$ cat src/rtl/dds_pkg.sv
// Shared definitions for the DDS waveform generator back end: frame geometry,
// SPI transmitter state encoding and the frame-word builder.
package dds_pkg;

  localparam int FRAME_BITS = 16;
  localparam int DATA_W     = 12;
  localparam int CTRL_W     = 4;
  localparam int BIT_CNT_W  = 5;

  typedef enum logic [1:0] {
    ST_IDLE  = 2'd0,
    ST_SETUP = 2'd1,
    ST_SHIFT = 2'd2,
    ST_GAP   = 2'd3
  } tx_state_e;

  function automatic logic [FRAME_BITS-1:0] build_frame(
    input logic [CTRL_W-1:0] ctrl,
    input logic [DATA_W-1:0] data
  );
    return {ctrl, data};
  endfunction

endpackage

$ cat src/rtl/spi_clk_div.sv
// SCLK half-period generator. The phase idles high, so the first enabled
// half-period doubles as the SYNC_n-to-first-falling-edge setup time.
module spi_clk_div #(
  parameter int CLK_DIV = 2
) (
  input  logic clk,
  input  logic rst_n,
  input  logic en,
  output logic phase,
  output logic rise,
  output logic fall
);

  localparam int CNT_W = $clog2(CLK_DIV) + 1;
  localparam logic [CNT_W-1:0] CNT_LAST = CNT_W'(CLK_DIV - 1);

  logic [CNT_W-1:0] cnt_r;
  logic             phase_r;
  logic             tick_s;

  generate
    if (CLK_DIV < 1) begin : g_bad_div
      $error("spi_clk_div: CLK_DIV must be >= 1");
    end
  endgenerate

  // last clk of the current half-period
  always_comb begin
    tick_s = en & (cnt_r == CNT_LAST);
  end

  // half-period counter and sclk phase
  always_ff @(posedge clk or negedge rst_n) begin
    if (!rst_n) begin
      cnt_r   <= {CNT_W{1'b0}};
      phase_r <= 1'b1;
    end else if (!en) begin
      cnt_r   <= {CNT_W{1'b0}};
      phase_r <= 1'b1;
    end else if (tick_s) begin
      cnt_r   <= {CNT_W{1'b0}};
      phase_r <= ~phase_r;
    end else begin
      cnt_r   <= cnt_r + CNT_W'(1'b1);
      phase_r <= phase_r;
    end
  end

  assign phase = phase_r;
  assign rise  = tick_s & ~phase_r;
  assign fall  = tick_s & phase_r;

endmodule

$ cat src/rtl/dac_spi_tx.sv
// Serialises one 12-bit DDS sample per frame to a DAC7512/AD5320-class DAC.
// Pin outputs are registered from the state of the previous cycle.
module dac_spi_tx
  import dds_pkg::*;
#(
  parameter int                CLK_DIV   = 2,
  parameter int                GAP_CYC   = 4,
  parameter logic [CTRL_W-1:0] CTRL_BITS = 4'b0000
) (
  input  logic              clk,
  input  logic              rst_n,
  input  logic [DATA_W-1:0] din,
  input  logic              din_vld,
  output logic              din_rdy,
  output logic              sclk,
  output logic              sync_n,
  output logic              sdo,
  output logic              busy,
  output logic              frame_done
);

  localparam int GAP_W = $clog2(GAP_CYC) + 1;
  localparam logic [GAP_W-1:0] GAP_LAST = GAP_W'(GAP_CYC - 1);
  localparam logic [BIT_CNT_W-1:0] BIT_LAST = BIT_CNT_W'(FRAME_BITS);

  generate
    if (GAP_CYC < 1) begin : g_bad_gap
      $error("dac_spi_tx: GAP_CYC must be >= 1");
    end
  endgenerate

  tx_state_e             state_r;
  tx_state_e             next_state_s;
  logic [FRAME_BITS-1:0] frame_r;
  logic [BIT_CNT_W-1:0]  bit_cnt_r;
  logic [GAP_W-1:0]      gap_cnt_r;
  logic                  clk_en_s;
  logic                  phase_s;
  logic                  rise_s;
  logic                  fall_s;
  logic                  accept_s;
  logic                  last_bit_s;
  logic                  sclk_s;
  logic                  sync_n_s;
  logic                  sdo_s;
  logic                  frame_done_s;
  logic                  sclk_r;
  logic                  sync_n_r;
  logic                  sdo_r;
  logic                  din_rdy_r;
  logic                  busy_r;
  logic                  frame_done_r;

  spi_clk_div #(
    .CLK_DIV (CLK_DIV)
  ) u_clk_div (
    .clk   (clk),
    .rst_n (rst_n),
    .en    (clk_en_s),
    .phase (phase_s),
    .rise  (rise_s),
    .fall  (fall_s)
  );

  // handshake and end-of-frame qualifiers
  always_comb begin
    accept_s   = din_vld & din_rdy_r;
    last_bit_s = (bit_cnt_r == BIT_LAST);
  end

  // FSM state register
  always_ff @(posedge clk or negedge rst_n) begin
    if (!rst_n) begin
      state_r <= ST_IDLE;
    end else begin
      state_r <= next_state_s;
    end
  end

  // FSM next-state logic; SHIFT ends on the tick closing the 16th high phase
  always_comb begin
    next_state_s = state_r;
    case (state_r)
      ST_IDLE: begin
        if (accept_s) next_state_s = ST_SETUP;
        else          next_state_s = ST_IDLE;
      end
      ST_SETUP: begin
        if (fall_s) next_state_s = ST_SHIFT;
        else        next_state_s = ST_SETUP;
      end
      ST_SHIFT: begin
        if (fall_s && last_bit_s) next_state_s = ST_GAP;
        else                      next_state_s = ST_SHIFT;
      end
      ST_GAP: begin
        if (gap_cnt_r == GAP_LAST) next_state_s = ST_IDLE;
        else                       next_state_s = ST_GAP;
      end
      default: next_state_s = ST_IDLE;
    endcase
  end

  // FSM output decode, registered below
  always_comb begin
    clk_en_s     = 1'b0;
    sync_n_s     = 1'b1;
    sclk_s       = 1'b1;
    sdo_s        = 1'b0;
    frame_done_s = 1'b0;
    case (state_r)
      ST_IDLE: begin
        clk_en_s = 1'b0;
      end
      ST_SETUP, ST_SHIFT: begin
        clk_en_s = 1'b1;
        sync_n_s = 1'b0;
        sclk_s   = phase_s;
        sdo_s    = frame_r[FRAME_BITS-1];
      end
      ST_GAP: begin
        frame_done_s = (gap_cnt_r == {GAP_W{1'b0}});
      end
      default: begin
        clk_en_s = 1'b0;
      end
    endcase
  end

  // frame shift register; the 16th rise does not shift so bit 0 holds to the end
  always_ff @(posedge clk or negedge rst_n) begin
    if (!rst_n) begin
      frame_r <= {FRAME_BITS{1'b0}};
    end else if (accept_s) begin
      frame_r <= build_frame(CTRL_BITS, din);
    end else if ((state_r == ST_SHIFT) && rise_s && !last_bit_s) begin
      frame_r <= {frame_r[FRAME_BITS-2:0], 1'b0};
    end else begin
      frame_r <= frame_r;
    end
  end

  // bit counter (counts sclk falling edges) and gap counter
  always_ff @(posedge clk or negedge rst_n) begin
    if (!rst_n) begin
      bit_cnt_r <= {BIT_CNT_W{1'b0}};
      gap_cnt_r <= {GAP_W{1'b0}};
    end else begin
      if (state_r == ST_IDLE)         bit_cnt_r <= {BIT_CNT_W{1'b0}};
      else if (fall_s && !last_bit_s) bit_cnt_r <= bit_cnt_r + BIT_CNT_W'(1'b1);
      else                            bit_cnt_r <= bit_cnt_r;
      if (state_r == ST_GAP) gap_cnt_r <= gap_cnt_r + GAP_W'(1'b1);
      else                   gap_cnt_r <= {GAP_W{1'b0}};
    end
  end

  // output registers; ready/busy follow the next state so they switch on the accept edge
  always_ff @(posedge clk or negedge rst_n) begin
    if (!rst_n) begin
      sclk_r       <= 1'b1;
      sync_n_r     <= 1'b1;
      sdo_r        <= 1'b0;
      din_rdy_r    <= 1'b1;
      busy_r       <= 1'b0;
      frame_done_r <= 1'b0;
    end else begin
      sclk_r       <= sclk_s;
      sync_n_r     <= sync_n_s;
      sdo_r        <= sdo_s;
      din_rdy_r    <= (next_state_s == ST_IDLE);
      busy_r       <= (next_state_s != ST_IDLE);
      frame_done_r <= frame_done_s;
    end
  end

  assign sclk       = sclk_r;
  assign sync_n     = sync_n_r;
  assign sdo        = sdo_r;
  assign din_rdy    = din_rdy_r;
  assign busy       = busy_r;
  assign frame_done = frame_done_r;

endmodule
$ cat config.mk
export PLATFORM = sky130hd
export DESIGN_NAME = dac_spi_tx
export DESIGN_NICKNAME = d
export VERILOG_FILES = /design/src/rtl/dds_pkg.sv /design/src/rtl/spi_clk_div.sv /design/src/rtl/dac_spi_tx.sv
export SDC_FILE = /design/constraint.sdc
export NUM_CORES = 1
export LEC_CHECK = 0
export CAP_MARGIN = 20
export CORE_MARGIN = 1
export CORE_UTILIZATION = 55
export CTS_BUF_LIST = sky130_fd_sc_hd__clkbuf_4 sky130_fd_sc_hd__clkbuf_8 sky130_fd_sc_hd__clkbuf_16
export DETAILED_ROUTE_END_ITERATION = 16
export PLACE_DENSITY_LB_ADDON = 0.3
export SLEW_MARGIN = 5
export SYNTH_ARGS = -nofsm -noshare
export SYNTH_HDL_FRONTEND = slang
export SYNTH_SLANG_ARGS = --single-unit
export TNS_END_PERCENT = 1
$ cat constraint.sdc
create_clock -name clk -period 4.7 [get_ports clk]
set_input_delay 0.94 -clock clk [delete_from_list [all_inputs] [get_ports clk]]
set_output_delay 0.94 -clock clk [all_outputs]
set_load 0.05 [all_outputs]
# Word level (Yosys, flattened, before mapping)
# Index checks and enable logic that the tools add are counted.
dict set report totals {
  register_bits 35
  inputBits 15
}
dict set report classes {
  n_addsub 3
  n_eq_ne 7
  n_mux 19
  bitwise_logic 5
  n_reduce_logical 12
}
# operator count
set op_table {}
lappend op_table {{$mux 16} 2}
lappend op_table {{$mux 5} 2}
lappend op_table {{$mux 1} 9}
lappend op_table {{$mux 2} 4}
lappend op_table {{$pmux 2 s4} 1}
lappend op_table {{$reduce_bool 2->1} 3}
lappend op_table {{$add 5x1->5 const B} 1}
lappend op_table {{$eq 5x5->1 const B} 1}
lappend op_table {{$and 1x1->1} 4}
lappend op_table {{$eq 2x1->1 const B} 2}
lappend op_table {{$eq 2x2->1 const B} 2}
lappend op_table {{$logic_and 1x1->1} 4}
lappend op_table {{$logic_not 2->1} 2}
lappend op_table {{$add 3x1->3 const B} 1}
lappend op_table {{$eq 3x2->1 const B} 1}
lappend op_table {{$logic_not 3->1} 1}
lappend op_table {{$mux 3} 1}
lappend op_table {{$add 2x1->2 const B} 1}
lappend op_table {{$ne 2x2->1 const B} 1}
lappend op_table {{$reduce_or 2->1} 1}
lappend op_table {{$logic_not 1->1} 1}
lappend op_table {{$not 1->1} 1}

# Longest topological paths before layout
dict set report logic_depth {
  depth_word 9
  mapped_depth 7
}

# Cells and area by module
# Synthesis repeated with hierarchy kept, for this count alone.
dict set report hier_totals {
  cells_unflattened 170
  hier_area_um2 1749.2
}
# mod instances cells_per_inst area_per_inst_um2 seq_area_each_um2
set by_module_without_submodules {}
lappend by_module_without_submodules {dac_spi_tx 1 160 1612.8 804.5}
lappend by_module_without_submodules {spi_clk_div 1 10 136.4 76.3}

# Worst setup path after synthesis
# OpenSTA, ideal clock, no wires.
dict set report synth_timing {
  path_type {input port to flip-flop}
  start {input din_vld}
  end {register frame_r[1]}
  setup_time_ps 121
  t_arrival_ps 1632
  required_time_ps 4579
  setup_slack_ps 2946
  stages 4
  n_path_buf 1
  path_cell_list {and2_1 -> clkbuf_1 -> a41o_1 -> o22a_1}
}
dict set report synth_via {
  elab_chain_cells 2
}
# item line
set synth_lines {}
lappend synth_lines {{from (decl)} dac_spi_tx.sv:13} ;# input logic din_vld,
lappend synth_lines {{$and 1x1->1 (*)} dac_spi_tx.sv:67} ;# accept_s = din_vld & din_rdy_r;
lappend synth_lines {{$mux 16 / $reduce_bool 2->1 (equally long branches)} -}
lappend synth_lines {{to (signal assigned)} dac_spi_tx.sv:133} ;# frame_r <= {FRAME_BITS{1'b0}};
lappend synth_lines {{to (signal assigned)} dac_spi_tx.sv:135} ;# frame_r <= build_frame(CTRL_BITS, din);
lappend synth_lines {{to (signal assigned)} dac_spi_tx.sv:137} ;# frame_r <= {frame_r[FRAME_BITS-2:0], 1'b0};
lappend synth_lines {{to (decl)} dac_spi_tx.sv:34} ;# logic [FRAME_BITS-1:0] frame_r;
# Every way passes the cells marked *; elsewhere a longest branch is shown, timed or not.
# A chain may end at the register's enable or synchronous reset.

# Final worst setup path
dict set report layout_timing {
  start {register din_rdy_r, in the netlist din_rdy}
  end {output din_rdy}
}
# item line
set layout_rtl {}
lappend layout_rtl {{from (decl)} dac_spi_tx.sv:50} ;# logic din_rdy_r;
lappend layout_rtl {{from (signal assigned)} dac_spi_tx.sv:170} ;# din_rdy_r <= (next_state_s == ST_IDLE);
lappend layout_rtl {{to (decl)} dac_spi_tx.sv:14} ;# output logic din_rdy,
# No word-level cell between the ends.

==> flow_metrics.py <==
metrics = {
    "global_route": {
        "track_usage_pct": 21.89,
        "antenna_found_initial": 0,
        "grt_pass1_wl_um": 5602,
        "overflow": 0,
        "grt_pass1_vias": 1218,
        "grt_start_max_net_pins": 36,
    },
    "clock_tree": {
        "cts_root_buffer": "clkbuf_4",
        "cts_hold_buf": 0,
        "insertion_delay_ns": 0.35,
        "cts_tree": "done",
        "cts_max_level": 2,
        "cts_buffers": 5,
        "cts_sinks": 35,
        "clk_pin_slew_ns": 0.09,
        "cts_resized": 0,
        "cts_setup_buffers": 0,
        "clk_path_buf_depth": 2,
    },
    "die": {
        "die_h_um": 59.71,
        "start_util_pct": 59.03,
        "die_area_um2": 3565,
        "die_w_um": 59.71,
        "core-area_um2": 3103,
        "io_pins": 21,
        "rows": 20,
    },
    "final_layout": {
        "n_antenna_cell": 0,
        "drive_above_1_share_pct": 12.57,
        "final_cell_count_no_fill": 227,
        "final_net_count": 206,
        "syn_to_final_growth_pct": 14.69,
    },
    "synth": {
        "yosysTopAreaCell": "dfrtp_1",
        "synthCells": 165,
        "synthFlopType": "dfrtp_1",
        "ys_warn_count": 0,
        "ys_types": 39,
        "synth_edf_count": 0,
        "synth.area.top_cells": "dfrtp_1 (42%), ha_1 (6.1%), a41o_1 (6.0%)",
        "syn_nets": 189,
        "yosysMostFrequentCell": "dfrtp_1",
        "async_flop_share_pct": 100.0,
        "ys_top_cells_by_count": "dfrtp_1 (31), inv_1 (20), o22a_1 (12)",
        "synth_seq_cells": 35,
        "syn_area_um2": 1832,
        "ys_seq_area_share_pct": 48.09,
        "syn_avg_cell_area_um2": 11.10,
        "synth_top_area_share_pct": 42.35,
    },
    "drt": {
        "vias": 1330,
        "avgRoutedWirePerCell_um": 14.61,
        "drt-total-wl_um": 3316,
        "route.detailed.drc": 0,
        "drt-pass1-iter-count": 4,
        "drtAntennaViolNets": 0,
        "via_per_inst": 5.859,
        "drt_iter0_markers": 132,
    },
    "setup_path": {
        "critPathRequiredTime_ns": 3.76,
        "path_class": "reg -> out",
        "critical_path.max_fanout": 4,
        "path_buf_inv": 1,
        "cpPeakStageDelay_ns": 0.80,
        "critPathArrivalTime_ns": 1.69,
        "cp_slowest_cell": "clkdlybuf4s50_1",
        "crit_path_start": "din_rdy",
        "path_cells": "clkdlybuf4s50_1",
        "cpLargestDelayFamily": "buffers and inverters",
        "r2r_start": "state_r[0]",
        "endpoint_kind": "output port",
        "start_kind": "flop",
    },
    "placement": {
        "port_buffers": 20,
        "hpwl_um": 2285,
        "place_congestion": 0.7937,
        "place_ws_ns": 2.292,
        "dp.cells": 218,
    },
    "timing": {
        "finalCritPeriodShare_pct": 55.98,
        "rsz0062_at_grt": "false",
        "fin_worst_skew_ns": 0.01931,
        "worst_slack_ns": 2.069,
        "fin_setup_tns_ns": 0,
        "hold_viol": 0,
        "setup_viol": 0,
        "fmax_mhz": 380.1,
        "finalMaxSlewViolations": 0,
        "fin_crit_ns": 2.631,
        "worstMarginPinSlew_ns": 0.8597,
        "maxSlewHeadroom_pct": 42.68,
    },
    "run_status": {
        "outcome": "complete, no violations",
    },
    "hold_path": {
        "hp-start": "gap_cnt_r[0]",
        "hold_path.class": "reg -> reg",
    },
    "pwr": {
        "peakVddDrop_uv": 244.9,
        "pwr_density_cell_nw_per_um2": 523.8,
        "leakage_nw": 1.019,
    },
    "flow_run": {
        "maxCapViolations": 0,
    },
}
layer usage:
| layer | part of all wire [%] | track usage [%] | up-vias | wire (µm) |
|---|---|---|---|---|
| li1 | - | - | 628 | - |
| met1 | 44 | 27.93 | 663 | 1464 |
| met2 | 49 | 34.29 | 30 | 1639 |
| met3 | 3.9 | 4.978 | 9 | 128 |
| met4 | 2.5 | 12.29 | 0 | 84 |
| met5 | 0 | 0 | - | 0 |
cell type report:
type | instances | area (µm²)
clock buffers | 7 | 58.81
repair buffers | 22 | 219.0
fillers | 260 | 1002
inverters | 20 | 75.07
well taps | 44 | 55.05
clock inverters | 1 | 5.005
flip-flops and latches | 35 | 880.8
multi-input cells | 98 | 807.0
flip-flops by register name, indices dropped and copies added, names as in the netlist:
signal	cells
state_r	2
u_clk_div.cnt_r	2
din_rdy	1
sdo	1
frame_r	16
sync_n	1
frame_done	1
u_clk_div.phase	1
bit_cnt_r	5
gap_cnt_r	3
busy	1
sclk	1
power breakdown:
| group | internal [mW] | switching [mW] | total (mW) |
|---|---|---|---|
| clock | 0.0782 | 0.0961 | 0.174 |
| sequential | 0.399 | 0.0546 | 0.454 |
| combinational | 0.202 | 0.270 | 0.472 |
cells in the final DEF, fill, tap and decap left out, types with 2 or more instances in the layout:
| cell | Yosys | routed |
|---|---|---|
| o22a_1 | 12 | 12 |
| a41o_1 | 11 | 11 |
| clkdlybuf4s50_1 | 0 | 20 |
| nand3_1 | 2 | 2 |
| nor2_1 | 5 | 5 |
| inv_1 | 20 | 20 |
| clkbuf_4 | 0 | 6 |
| dfstp_2 | 4 | 4 |
| nor2b_1 | 6 | 6 |
| dfrtp_1 | 31 | 31 |
| mux2i_1 | 4 | 4 |
| nand4_1 | 2 | 2 |
| ha_1 | 9 | 9 |
| and2_1 | 4 | 4 |
| a31oi_1 | 11 | 11 |
| o21ai_0 | 3 | 3 |
| nand2_1 | 7 | 7 |
| a21oi_1 | 3 | 3 |
logic make-up (layout without fill, tap and decap cells):
family,Yosys count,in the layout,share of synthesized area [%]
XOR/XNOR,1,1,0.4782
multiplexers,6,6,3.415
AO/OA/AOI/OAI,46,46,20.63
adder cells (fa/ha/maj),9,9,6.148
flip-flops,35,35,48.09
buffers and inverters,32,50,7.855
AND/OR/NAND/NOR,36,36,13.39
final timing paths:
path,end,cells past startpoint,slack (ns)
hold / removal,gap_cnt_r[0],1,0.47
setup / recovery,din_rdy,1,2.07
setup reg to reg,busy,5,2.84
hold reg to reg,gap_cnt_r[0],1,0.47
min in group asynchronous,frame_r[13],2,0.99
max in group asynchronous,sync_n,2,3.36
stage by stage:
stage / total power, mW / cell area (µm²) / utilization, % / hold slack, ns
2_1_floorplan: 0.8226 / 1832 / - / 0.4308
3_3_place_gp: 0.9081 / 2026 / 65.28 / 0.4425
3_5_place_dp: 0.9328 / 2026 / 65.28 / 0.4518
4_1_cts: 1.107 / 2090 / 67.34 / 0.4667
5_1_grt: 1.183 / 2101 / 67.70 / 0.4954
6_report: 1.100 / 2101 / 67.70 / 0.4664
(Power assumes the default switching activity.)
